==> config.mk <==
export PLATFORM = sky130hd
export DESIGN_NAME = prog_loader_gen
export DESIGN_NICKNAME = d
export VERILOG_FILES = /design/src/rtl/prog_loader_gen.sv
export SDC_FILE = /design/constraint.sdc
export NUM_CORES = 1
export LEC_CHECK = 0
export ABC_CLOCK_PERIOD_IN_PS = 3050
export CAP_MARGIN = 20
export CORE_MARGIN = 10
export CORE_UTILIZATION = 45
export CTS_CLUSTER_SIZE = 12
export DETAILED_ROUTE_END_ITERATION = 12
export GPL_TIMING_DRIVEN = 0
export PLACE_DENSITY_LB_ADDON = 0.3
export SETUP_SLACK_MARGIN = 0.5
export SLEW_MARGIN = 20
export SYNTH_ARGS = -nofsm -noshare
export SYNTH_HDL_FRONTEND = slang
export SYNTH_SLANG_ARGS = --single-unit
==> constraint.sdc <==
create_clock -name clk -period 3.05 [get_ports clk]
set_input_delay 0.305 -clock clk [delete_from_list [all_inputs] [get_ports clk]]
set_output_delay 0.305 -clock clk [all_outputs]
set_load 0.1 [all_outputs]
==> src/rtl/prog_loader_gen.sv <==
// Writes an RV32I self-test program (operand load, ALU op, SW, NOPs, LW, JAL loop) into IMEM.
// Optional readback verification of the written program is enabled with `define LOADER_VERIFY_EN.
module prog_loader_gen #(
    parameter logic [31:0] BASE_ADDR = 32'h0000_0000,
    parameter logic [11:0] DMEM_OFF  = 12'h004,
    parameter int unsigned NOP_CNT   = 1,
    parameter int unsigned RS1       = 9,
    parameter int unsigned RS2       = 10,
    parameter int unsigned RD        = 11,
    parameter int unsigned RLD       = 12
) (
    input  logic        clk,
    input  logic        rst,
    input  logic        start_i,
    input  logic [31:0] op1_i,
    input  logic [31:0] op2_i,
    input  logic [2:0]  alu_op_i,
    input  logic        imem_ready_i,
    output logic        imem_we_o,
    output logic [31:0] imem_addr_o,
    output logic [31:0] imem_wdata_o,
    output logic        busy_o,
    output logic        done_o,
    output logic [4:0]  word_cnt_o
`ifdef LOADER_VERIFY_EN
    ,
    output logic        imem_re_o,
    input  logic [31:0] imem_rdata_i,
    output logic        verify_err_o,
    output logic [31:0] err_addr_o
`endif
);

    localparam int unsigned IDX_W    = 5;
    localparam logic [IDX_W-1:0] LW_IDX   = IDX_W'(NOP_CNT + 6);
    localparam logic [IDX_W-1:0] LAST_IDX = IDX_W'(NOP_CNT + 7);
    localparam logic [31:0] NOP_WORD = 32'h0000_0013;
    localparam logic [31:0] JAL_WORD = 32'h0000_006F;

    typedef enum logic [1:0] {
        S_IDLE,
        S_EMIT,
        S_VRD,
        S_VCMP
    } state_e;

    state_e            state_q;
    logic [IDX_W-1:0]  idx_q;
    logic [31:0]       op1_q;
    logic [31:0]       op2_q;
    logic [2:0]        alu_q;

    logic [31:0]       start_word;
    logic [31:0]       next_word;
    logic [31:0]       cur_word;

    // Program word at index idx; hi part is rounded up when lo's sign bit is set.
    function automatic logic [31:0] word_gen(input logic [IDX_W-1:0] idx,
                                             input logic [31:0] a,
                                             input logic [31:0] b,
                                             input logic [2:0]  op);
        logic [19:0] hi_a;
        logic [19:0] hi_b;
        logic [6:0]  f7;
        logic [2:0]  f3;
        logic [31:0] w;
        hi_a = a[31:12] + 20'(a[11]);
        hi_b = b[31:12] + 20'(b[11]);
        f7   = 7'b0000000;
        case (op)
            3'd0:    f3 = 3'b000;
            3'd1: begin
                f3 = 3'b000;
                f7 = 7'b0100000;
            end
            3'd2:    f3 = 3'b111;
            3'd3:    f3 = 3'b110;
            3'd4:    f3 = 3'b100;
            3'd5:    f3 = 3'b001;
            3'd6:    f3 = 3'b101;
            default: f3 = 3'b010;
        endcase
        w = NOP_WORD;
        if (idx == 5'd0)
            w = {hi_a, 5'(RS1), 7'b0110111};
        else if (idx == 5'd1)
            w = {a[11:0], 5'(RS1), 3'b000, 5'(RS1), 7'b0010011};
        else if (idx == 5'd2)
            w = {hi_b, 5'(RS2), 7'b0110111};
        else if (idx == 5'd3)
            w = {b[11:0], 5'(RS2), 3'b000, 5'(RS2), 7'b0010011};
        else if (idx == 5'd4)
            w = {f7, 5'(RS2), 5'(RS1), f3, 5'(RD), 7'b0110011};
        else if (idx == 5'd5)
            w = {DMEM_OFF[11:5], 5'(RD), 5'd0, 3'b010, DMEM_OFF[4:0], 7'b0100011};
        else if (idx < LW_IDX)
            w = NOP_WORD;
        else if (idx == LW_IDX)
            w = {DMEM_OFF, 5'd0, 3'b010, 5'(RLD), 7'b0000011};
        else
            w = JAL_WORD;
        return w;
    endfunction

    assign start_word = word_gen(5'd0, op1_i, op2_i, alu_op_i);
    assign next_word  = word_gen(idx_q + 5'd1, op1_q, op2_q, alu_q);
    assign cur_word   = word_gen(idx_q, op1_q, op2_q, alu_q);

    always_ff @(posedge clk) begin
        if (!rst) begin
            state_q      <= S_IDLE;
            idx_q        <= '0;
            op1_q        <= '0;
            op2_q        <= '0;
            alu_q        <= '0;
            imem_we_o    <= 1'b0;
            imem_addr_o  <= BASE_ADDR;
            imem_wdata_o <= '0;
            busy_o       <= 1'b0;
            done_o       <= 1'b0;
            word_cnt_o   <= '0;
`ifdef LOADER_VERIFY_EN
            imem_re_o    <= 1'b0;
            verify_err_o <= 1'b0;
            err_addr_o   <= '0;
`endif
        end else begin
            case (state_q)
                S_IDLE: begin
                    if (start_i) begin
                        op1_q        <= op1_i;
                        op2_q        <= op2_i;
                        alu_q        <= alu_op_i;
                        idx_q        <= '0;
                        busy_o       <= 1'b1;
                        done_o       <= 1'b0;
                        word_cnt_o   <= '0;
                        imem_we_o    <= 1'b1;
                        imem_addr_o  <= BASE_ADDR;
                        imem_wdata_o <= start_word;
                        state_q      <= S_EMIT;
`ifdef LOADER_VERIFY_EN
                        verify_err_o <= 1'b0;
                        err_addr_o   <= '0;
`endif
                    end
                end
                S_EMIT: begin
                    if (imem_ready_i) begin
                        word_cnt_o <= word_cnt_o + 5'd1;
                        if (idx_q == LAST_IDX) begin
                            imem_we_o <= 1'b0;
`ifdef LOADER_VERIFY_EN
                            idx_q       <= '0;
                            imem_re_o   <= 1'b1;
                            imem_addr_o <= BASE_ADDR;
                            state_q     <= S_VRD;
`else
                            busy_o  <= 1'b0;
                            done_o  <= 1'b1;
                            state_q <= S_IDLE;
`endif
                        end else begin
                            idx_q        <= idx_q + 5'd1;
                            imem_addr_o  <= imem_addr_o + 32'd4;
                            imem_wdata_o <= next_word;
                        end
                    end
                end
`ifdef LOADER_VERIFY_EN
                S_VRD: begin
                    imem_re_o <= 1'b0;
                    state_q   <= S_VCMP;
                end
                // Read data for imem_addr_o is valid this cycle; only the first mismatch is recorded.
                S_VCMP: begin
                    if ((imem_rdata_i != cur_word) && !verify_err_o) begin
                        verify_err_o <= 1'b1;
                        err_addr_o   <= imem_addr_o;
                    end
                    if (idx_q == LAST_IDX) begin
                        busy_o  <= 1'b0;
                        done_o  <= 1'b1;
                        state_q <= S_IDLE;
                    end else begin
                        idx_q       <= idx_q + 5'd1;
                        imem_addr_o <= imem_addr_o + 32'd4;
                        imem_re_o   <= 1'b1;
                        state_q     <= S_VRD;
                    end
                end
`endif
                default: state_q <= S_IDLE;
            endcase
        end
    end

endmodule

==> flow_summary_export.csv, run 1 <==
group,metric,value,unit
run_status,status,"finished clean",
floorplan,io_pins,143,
global_route,grt_pass1_wl,39900,um
cts,cts_tree,"yes",
final_layout,diodes,0,
yosys,ys_warn_count,0,
cts,cts_sinks,138,
final_layout,drive_gt1_share,9.76,%
yosys,seq_area_frac_synth,35.6,%
routing,dr_wl_met3,2180,um
global_route,antenna_found_initial,0,
worst_setup_path,critPathMaxStageDelay,500,ps
worst_setup_path,path_common_cell,"ha_1",
cts,hold_buffers,0,
worst_setup_path,cp_slowest_cell,"clkdlybuf4s50_1",
worst_setup_path,crit_type,"in -> reg",
final_layout,fillers,1539,
timing,setup-violations-final,0,
routing,wl_met2,12100,um
cts,clk_latency,430,ps
timing,rsz0062_at_grt,"true",
timing,fin_crit,2460,ps
worst_setup_path,crit_start,"op1_i[11]",
hold_path,hold_path.class,"in -> reg",
placed_design,detailed_place_hpwl,19900,um
placed_design,postPlaceCellArea,9430,sq um
cts,path_clk_slew,60,ps
routing,ant_nets,0,
routing,first_pass_iters,5,
hold_path,min_from,"op2_i[29]",
yosys,syn_inst,981,
yosys,synth-main-ff-cell,"dfxtp_1",
global_route,grt_pass1_vias,7444,
timing,slew_headroom,32.3,%
floorplan,die_x,151,um
routing,via_per_inst,5.69,
run,cap_violations,0,
floorplan,design.die.area,22900,sq um
worst_setup_path,required,3370,ps
timing,fmax,406,MHz
timing,hold_slack,430,ps
worst_setup_path,critPathArrivalTime,2780,ps
yosys,synthArstFlopShare,0,%
floorplan,rows,47,
final_layout,syn2layout_area_growth,31.5,%
yosys,synth_area,7750,sq um
routing,drt-met1-wl,10900,um
yosys,ys_types,72,
yosys,syn_avg_cell_area,7.90,sq um
routing,wire_per_inst,18.9,um
placed_design,port_buffers,139,
yosys,synth_edf_count,0,
yosys,ys_seq_elements,138,
timing,worst_slack,589,ps
cts,cts.htree.levels,4,
final_layout,nNetsFinal,1229,
power_and_ir_drop,irDropWorstVdd,0.400,mV
placed_design,place.gp.congestion,0.977,
floorplan,core,16800,sq um
final_layout,stdcell_area,10200,sq um
timing,min_period_over_period,80.7,%
timing,final_max_slew_viol_count,0,
timing,tightest_slew,1010,ps
routing,wl,26000,um
power_and_ir_drop,cellPowerDensity,486,nW/um^2
placed_design,place_ws,-221,ps
floorplan,die_y,151,um
routing,highest_layer,"met4",
routing,drc,0,
timing,hold_violations,0,
floorplan,initial_utilization,46.2,%
timing,clock_skew,7.47,ps
cts,root_buffer,"clkbuf_16",
routing,drtIter0Drc,735,
worst_setup_path,crit_path_end_kind,"register",
worst_setup_path,cp-start-kind,"primary input",
worst_setup_path,cp_max_fo,4,
cts,cts_buffers,17,
worst_setup_path,rr_startpoint,"idx_q[1]",
power_and_ir_drop,p_leak,0.00363,uW
worst_setup_path,cp_cell_sequence,"clkdlybuf4s50_1, ha_1, ha_1, nand3_2, nor4_4, nand3_1, xor2_1, o221ai_1, o221a_2",
global_route,grt.total_usage,22.2,%
final_layout,post-route-util,60.8,%
global_route,grt_max_degree,17,
cts,clockBufferDepth,2,
global_route,gr-total-overflow,0,
routing,via_count,7847,
==> layer usage <==
| metal | vias to the layer above | global-route usage, % |
|---|---|---|
| met2 | 315 | 36.1 |
| met3 | 56 | 5.13 |
| met1 | 3699 | 28.0 |
| li1 | 3777 | - |
| met4 | 0 | 8.71 |
| met5 | - | 0 |
==> cell usage after synthesis, types with 12 or more instances <==
cell | count | area (sq um)
inv_1 | 19 | 71.3
clkbuf_1 | 39 | 146
xor2_1 | 36 | 315
o21ai_0 | 41 | 205
nor2_1 | 63 | 236
nand3_1 | 54 | 270
and3_1 | 12 | 75.1
a21boi_0 | 71 | 533
dfxtp_1 | 138 | 2760
nand2_1 | 187 | 702
nor3_1 | 24 | 120
xnor2_1 | 47 | 412
ha_1 | 13 | 163
a21oi_1 | 38 | 190
nor4_1 | 13 | 81.3
nand4_1 | 21 | 131
==> cell usage in the layout (no fill, tap or decap), types with 12 or more instances in the layout <==
master and instances:
nand2_1 187, dfxtp_1 134, clkbuf_16 17, and3_1 12
nand3_1 52, clkdlybuf4s50_1 139, a21boi_0 71, o21ai_0 41
xnor2_1 46, clkbuf_1 32, nor4_1 12, nor3_1 21
nor2_1 58, xor2_1 35, a21oi_1 38, ha_1 13
nand4_1 21, inv_1 19
==> cell families (layout without fill, tap and decap cells) <==
| kind of cell | Yosys count | in the layout | share of synthesized area, % |
|---|---|---|---|
| simple gates | 432 | 432 | 26.6 |
| compound gates | 226 | 226 | 20.2 |
| flops | 138 | 138 | 35.6 |
| buf+inv | 86 | 261 | 5.75 |
| xor+xnor | 83 | 83 | 9.38 |
| fa+ha+maj | 13 | 13 | 2.10 |
| mux | 2 | 2 | 0.291 |
| other cells | 1 | 3 | 0.0484 |
==> where the power goes <==
part	leakage [uW]	internal, uW	switching (uW)	total (uW)
combinational	0.00222	299	605	904
clock	0.000276	1230	844	2070
sequential	0.00113	1890	86.8	1980
==> sequential cells by signal (all words and copies together) (netlist names) <==
name,cells
state_q,1
imem_wdata_o,29
imem_addr_o,30
op2_q,32
alu_q,3
word_cnt_o,5
idx_q,5
op1_q,32
done_o,1
==> path summary, 6_finish.rpt <==
check / slack (ps) / endpoint / cells after the start
worst min register to register: 470 / op2_q[6] / 2
worst min-delay path: 430 / op2_q[29] / 3
worst max register to register: 610 / imem_wdata_o[20] / 9
worst max-delay path: 590 / imem_wdata_o[30] / 9
==> worst max-delay path: cells and delay by family <==
family	cells	cell delay (ps)
compound gates	2	410
xor+xnor	1	250
fa+ha+maj	2	570
buf+inv	1	500
simple gates	3	730
==> area by class of cell <==
class                      instances  area, sq um  area share, %
inverter                          20         75.1          0.737
timing repair buffer             143         1420           13.9
tap                              220          275           2.70
clock inverter                    14          146           1.44
sequential                       138         2770           27.2
clock buffer                      18          439           4.31
multi-input combinational        759         4680           45.9
buffer                            66          384           3.77
==> through the flow <==
stage | power, uW | TNS, ps | instances
floorplan | 2570 | 0 | 983
global placement | 2890 | -365 | 1342
detailed placement | 2900 | -350 | 1342
CTS | 4950 | 0 | 1374
global route | 5100 | 0 | 1378
finish | 4950 | 0 | 1378
==> repair_timing <==
action / CTS / global route
gates cloned: 0 / 0
resized for setup: 15 / 23
pin swaps: 0 / 2
buffers inserted: 0 / 4
endpoints found under the setup margin: 46 / 58
Note: power is estimated with default switching activity, not from simulation.
==> inputs of run 2 (changes only) <==
--- a/config.mk
+++ b/config.mk
@@ -5,7 +5,7 @@
 export SDC_FILE = /design/constraint.sdc
 export NUM_CORES = 1
 export LEC_CHECK = 0
-export ABC_CLOCK_PERIOD_IN_PS = 3050
+export ABC_CLOCK_PERIOD_IN_PS = 2600
 export CAP_MARGIN = 20
 export CORE_MARGIN = 10
 export CORE_UTILIZATION = 45
==> constraint.sdc (replaced) <==
create_clock -name clk -period 2.6 [get_ports clk]
set_input_delay 0.26 -clock clk [delete_from_list [all_inputs] [get_ports clk]]
set_output_delay 0.26 -clock clk [all_outputs]
set_load 0.1 [all_outputs]
==> run 2 against run 1 <==
  * Non-clock buffer count up 40
  * Sequential cell count unchanged
  * Cell area up 8.9%
  * Total power up 16%
  * Cell count up 3.0%
  * Critical path depth down 1
  * First-iteration DRC count up 13%
  * Largest power group is now sequential cells
==> flow_summary_export.csv, run 2 (synthesis results as in run 1) <==
group,metric,value,unit
global_route,grt_pass1_wl,42900,um
routing,wire_per_inst,20.6,um
timing,fin_crit,2140,ps
cts,hold_buffers,0,
cts,clk_latency,440,ps
worst_setup_path,critPathArrivalTime,2470,ps
cts,clockBufferDepth,2,
timing,slew_headroom,32.5,%
floorplan,die_y,151,um
floorplan,io_pins,143,
worst_setup_path,endpoint,"imem_wdata_o[22]",
cts,root_buffer,"clkbuf_16",
timing,setup-violations-final,0,
routing,ant_nets,0,
cts,cts_sinks,138,
routing,via_per_inst,5.87,
routing,via_count,8323,
timing,hold_slack,186,ps
routing,wl,29200,um
placed_design,port_buffers,139,
floorplan,core,16800,sq um
timing,fmax,468,MHz
final_layout,syn2layout_area_growth,43.1,%
global_route,grt_pass1_vias,7666,
global_route,antenna_found_initial,0,
floorplan,design.die.area,22900,sq um
worst_setup_path,crit_type,"reg -> reg",
worst_setup_path,crit_start,"idx_q[1]",
routing,first_pass_iters,9,
final_layout,diodes,0,
cts,path_clk_slew,60,ps
worst_setup_path,crit_path_end_kind,"register",
placed_design,detailed_place_hpwl,20500,um
routing,drc,0,
timing,min_period_over_period,82.2,%
worst_setup_path,rr_startpoint,"idx_q[1]",
final_layout,fillers,1422,
power_and_ir_drop,cellPowerDensity,519,nW/um^2
final_layout,reg_top3,"op1_q (32), op2_q (32), imem_addr_o (30)",
floorplan,initial_utilization,46.2,%
timing,final_max_slew_viol_count,0,
final_layout,final_common_cell,"nand2_1",
worst_setup_path,required,2930,ps
global_route,gr-total-overflow,0,
run_status,status,"finished clean",
worst_setup_path,reg2regPathDepth,8,
power_and_ir_drop,p_leak,0.00430,uW
timing,fin_tns_setup,0,ps
worst_setup_path,cp-start-kind,"register",
power_and_ir_drop,irDropWorstVdd,0.530,mV
final_layout,final_cell_mix,"nand2_1, dfxtp_1, a21boi_0, dlygate4sd2_1, clkdlybuf4s50_1",
worst_setup_path,cp_max_fo,8,
hold_path,hold_path.class,"in -> reg",
final_layout,drive_gt1_share,20.5,%
routing,drtIter0Drc,831,
global_route,grt.total_usage,23.9,%
timing,hold_violations,0,
timing,tightest_slew,1020,ps
timing,rsz0062_at_grt,"true",
cts,cts_tree,"yes",
floorplan,die_x,151,um
timing,clock_skew,6.19,ps
final_layout,nNetsFinal,1270,
worst_setup_path,r2r-end,"imem_wdata_o[22]",
cts,cts.htree.levels,4,
worst_setup_path,r2r_slack,460,ps
cts,cts_buffers,17,
placed_design,place.gp.congestion,0.992,
global_route,grt_max_degree,17,
floorplan,rows,47,
run,cap_violations,0,
power_and_ir_drop,totalPowerFinal,5760,uW
-- run 2: layout make-up --
| type | count | area, sq um | area share (%) |
|---|---|---|---|
| clock inverter | 14 | 124 | 1.12 |
| timing repair buffer | 183 | 1690 | 15.2 |
| buffer | 66 | 480 | 4.33 |
| tap | 220 | 275 | 2.48 |
| inverter | 20 | 86.3 | 0.778 |
| clock buffer | 18 | 429 | 3.87 |
| sequential | 138 | 2820 | 25.4 |
| multi-input combinational | 760 | 5190 | 46.8 |
-- run 2: through the flow --
stage / worst slack, ps / utilization, % / std cells / area [sq um]
2_1_floorplan: 487 / - / 983 / 7820
3_3_place_gp: -513 / 56.6 / 1342 / 9490
3_5_place_dp: -468 / 56.6 / 1342 / 9490
4_1_cts: 385 / 62.8 / 1395 / 10500
5_1_grt: 421 / 66.2 / 1419 / 11100
6_report: 463 / 66.2 / 1419 / 11100
-- run 2: critical path: stages, from the launching register on --
cell and delay, ps:
dfxtp_4 390, ha_4 190, buf_4 130, xor2_1 130, and3_1 210, o31ai_4 270, nor4b_2 110, a221o_1 340
a32o_1 260
-- run 2: worst min path at each step --
stage,start,endpoint,slack (ps),depth (start not counted)
final,op1_i[12],op1_q[12],190,3
after global routing,op1_i[11],op1_q[11],210,3
after CTS,op1_i[3],op1_q[3],380,3
after detailed placement,imem_wdata_o[8],imem_wdata_o[8],460,2
after global placement,op2_q[1],op2_q[1],450,2
after floorplan,alu_op_i[1],alu_q[1],400,2
-- run 2: routing by layer --
metal	wire, um	global-route usage (%)
met4	1090	9.19
met1	11600	29.6
met2	13500	38.9
met5	0	0
met3	2940	6.29
-- run 2: report_power, final --
group / switching, uW / internal (uW)
logic: 757 / 362
registers: 108 / 2210
clock network: 1010 / 1320
-- run 2: what timing repair did --
| action | in CTS | in global routing |
|---|---|---|
| pin swaps | 14 | 32 |
| cloned | 1 | 1 |
| setup endpoints to repair | 163 | 58 |
| resized for setup | 165 | 91 |
| setup buffers | 20 | 23 |
==> inputs of run 3 (changes only) <==
--- a/config.mk
+++ b/config.mk
@@ -5,7 +5,7 @@
 export SDC_FILE = /design/constraint.sdc
 export NUM_CORES = 1
 export LEC_CHECK = 0
-export ABC_CLOCK_PERIOD_IN_PS = 2600
+export ABC_CLOCK_PERIOD_IN_PS = 1810
 export CAP_MARGIN = 20
 export CORE_MARGIN = 10
 export CORE_UTILIZATION = 45
==> constraint.sdc (replaced) <==
create_clock -name clk -period 1.81 [get_ports clk]
set_input_delay 0.181 -clock clk [delete_from_list [all_inputs] [get_ports clk]]
set_output_delay 0.181 -clock clk [all_outputs]
set_load 0.1 [all_outputs]
==> run 3 against run 2 <==
  * The run now ends with setup timing left
  * Clock power is 62% higher
  * Via count is 5.6% higher
  * Clock skew is 2.2 ps higher
  * Utilization is 11 points higher
  * Register-to-register slack worse by 870 ps
  * Hold slack worse by 9.7 ps
  * Cell area is 16% higher
  * Critical path depth is 2 higher
  * Maximum frequency is 3.7% lower
  * Global-route usage is 1.6 points higher
  * Cell count is 3.0% higher
==> flow_summary_export.csv, run 3 (synthesis results as in run 1) <==
group,metric,value,unit
timing,min_period_over_period,123,%
final_layout,final_common_cell,"buf_4",
timing,worst_slack,-409,ps
routing,drc,0,
cts,root_buffer,"clkbuf_16",
power_and_ir_drop,totalPowerFinal,9100,uW
timing,rsz0062_at_grt,"true",
run_status,status,"complete, but fails checks",
final_layout,syn2layout_area_growth,66.0,%
floorplan,design.die.area,22900,sq um
floorplan,die_x,151,um
power_and_ir_drop,p_int,6230,uW
routing,via_per_inst,6.01,
placed_design,place.gp.congestion,0.980,
final_layout,diodes,0,
placed_design,port_buffers,139,
routing,ant_nets,0,
worst_setup_path,crit_path_end_kind,"register",
global_route,grt_max_degree,17,
floorplan,io_pins,143,
floorplan,rows,47,
power_and_ir_drop,p_comb_share,22.1,%
timing,tightest_slew,705,ps
final_layout,reg_top3,"op1_q (32), op2_q (32), imem_addr_o (30)",
global_route,grt_pass1_vias,8326,
power_and_ir_drop,irDropWorstVdd,0.855,mV
timing,fmax,451,MHz
power_and_ir_drop,clkPwrFrac,41.3,%
routing,wire_per_inst,22.3,um
floorplan,die_y,151,um
timing,setup-violations-final,60,
cts,cts_buffers,17,
power_and_ir_drop,swShare,31.5,%
power_and_ir_drop,p_leak,0.00511,uW
timing,hold_violations,0,
timing,slew_headroom,53.0,%
final_layout,nNetsFinal,1313,
worst_setup_path,required,2140,ps
global_route,grt_pass1_wl,45700,um
global_route,grt.total_usage,25.5,%
timing,fin_tns_setup,-11360,ps
final_layout,fillers,1117,
timing,hold_slack,176,ps
run,cap_violations,0,
timing,final_max_slew_viol_count,0,
power_and_ir_drop,p_seq_share,36.6,%
routing,via_count,8787,
run_status,violations,"setup timing",
global_route,gr-total-overflow,0,
placed_design,detailed_place_hpwl,21100,um
worst_setup_path,cp_max_fo,6,
worst_setup_path,critPathArrivalTime,2540,ps
routing,drtIter0Drc,733,
cts,clockBufferDepth,2,
cts,path_clk_slew,60,ps
power_and_ir_drop,p_switching,2870,uW
worst_setup_path,cp-start-kind,"register",
floorplan,initial_utilization,46.2,%
final_layout,multi_input_area,6040,sq um
hold_path,hold_path.class,"in -> reg",
timing,fin_crit,2220,ps
cts,cts_sinks,138,
final_layout,register_area,2880,sq um
power_and_ir_drop,cellPowerDensity,707,nW/um^2
timing,clock_skew,8.34,ps
worst_setup_path,crit_type,"reg -> reg",
cts,cts_tree,"yes",
routing,first_pass_iters,9,
final_layout,final_cell_mix,"buf_4, nand2_1, dfxtp_1, clkdlybuf4s50_1, nor2_1",
final_layout,drive_gt1_share,44.0,%
global_route,antenna_found_initial,0,
floorplan,core,16800,sq um
cts,hold_buffers,0,
cts,clk_latency,440,ps
routing,wl,32700,um
cts,cts.htree.levels,4,
## run 3: path summary, 6_finish.rpt
kind | end | slack (ps) | cells past startpoint | startpoint
worst max-delay path | imem_wdata_o[16] | -410 | 10 | idx_q[0]
worst min-delay path | op1_q[11] | 180 | 3 | op1_i[11]
worst max register to register | imem_wdata_o[16] | -410 | 10 | idx_q[0]
worst min register to register | op2_q[10] | 460 | 2 | op2_q[10]
## run 3: critical path: stages (launching register included)
cell	delay, ps
dfxtp_4	370
ha_4	170
and3_4	210
xnor2_4	250
buf_12	180
buf_12	130
buf_8	110
nand4_1	120
o21ai_2	210
a21oi_1	70
o31ai_1	280
## run 3: layer usage
layer | part of all wire [%] | track usage (%) | vias to the layer above
li1 | - | - | 3966
met1 | 39 | 30.9 | 4208
met2 | 48 | 41.7 | 487
met3 | 9.0 | 7.04 | 126
met4 | 4.5 | 10.5 | 0
met5 | 0 | 0 | -
## run 3: per-stage QoR
step	instances	instance area, sq um	util, %	setup WS [ps]
finish	1462	12900	76.8	-409
global route	1462	12900	76.8	-525
CTS	1427	11900	71.0	-229
detailed placement	1342	10300	61.2	-1000
global placement	1342	10300	61.2	-955
floorplan	983	8600	-	-179
## run 3: timing repair
action                     in CTS  in global routing
pin swaps                      97                 66
resized for setup             581                172
gates cloned                    5                  7
setup endpoints to repair     202                153
setup buffers                  48                 28
## run 3: layout make-up
class / count / area share (%)
Tap cell: 220 / 2.14
Multi-Input combinational cell: 760 / 47.0
Timing Repair Buffer: 226 / 16.6
Clock buffer: 17 / 3.31
Buffer: 66 / 6.35
Inverter: 20 / 0.710
Sequential cell: 138 / 22.4
Clock inverter: 15 / 1.54
## run 3: power by group through the flow
stage / Clock [uW] / Sequential, uW / Combinational (uW)
global route: 3880 / 3340 / 2090
finish: 3760 / 3330 / 2010
floorplan: 0 / 3730 / 688
detailed placement: 0 / 3370 / 1620
CTS: 3730 / 3310 / 1790
global placement: 0 / 3370 / 1620
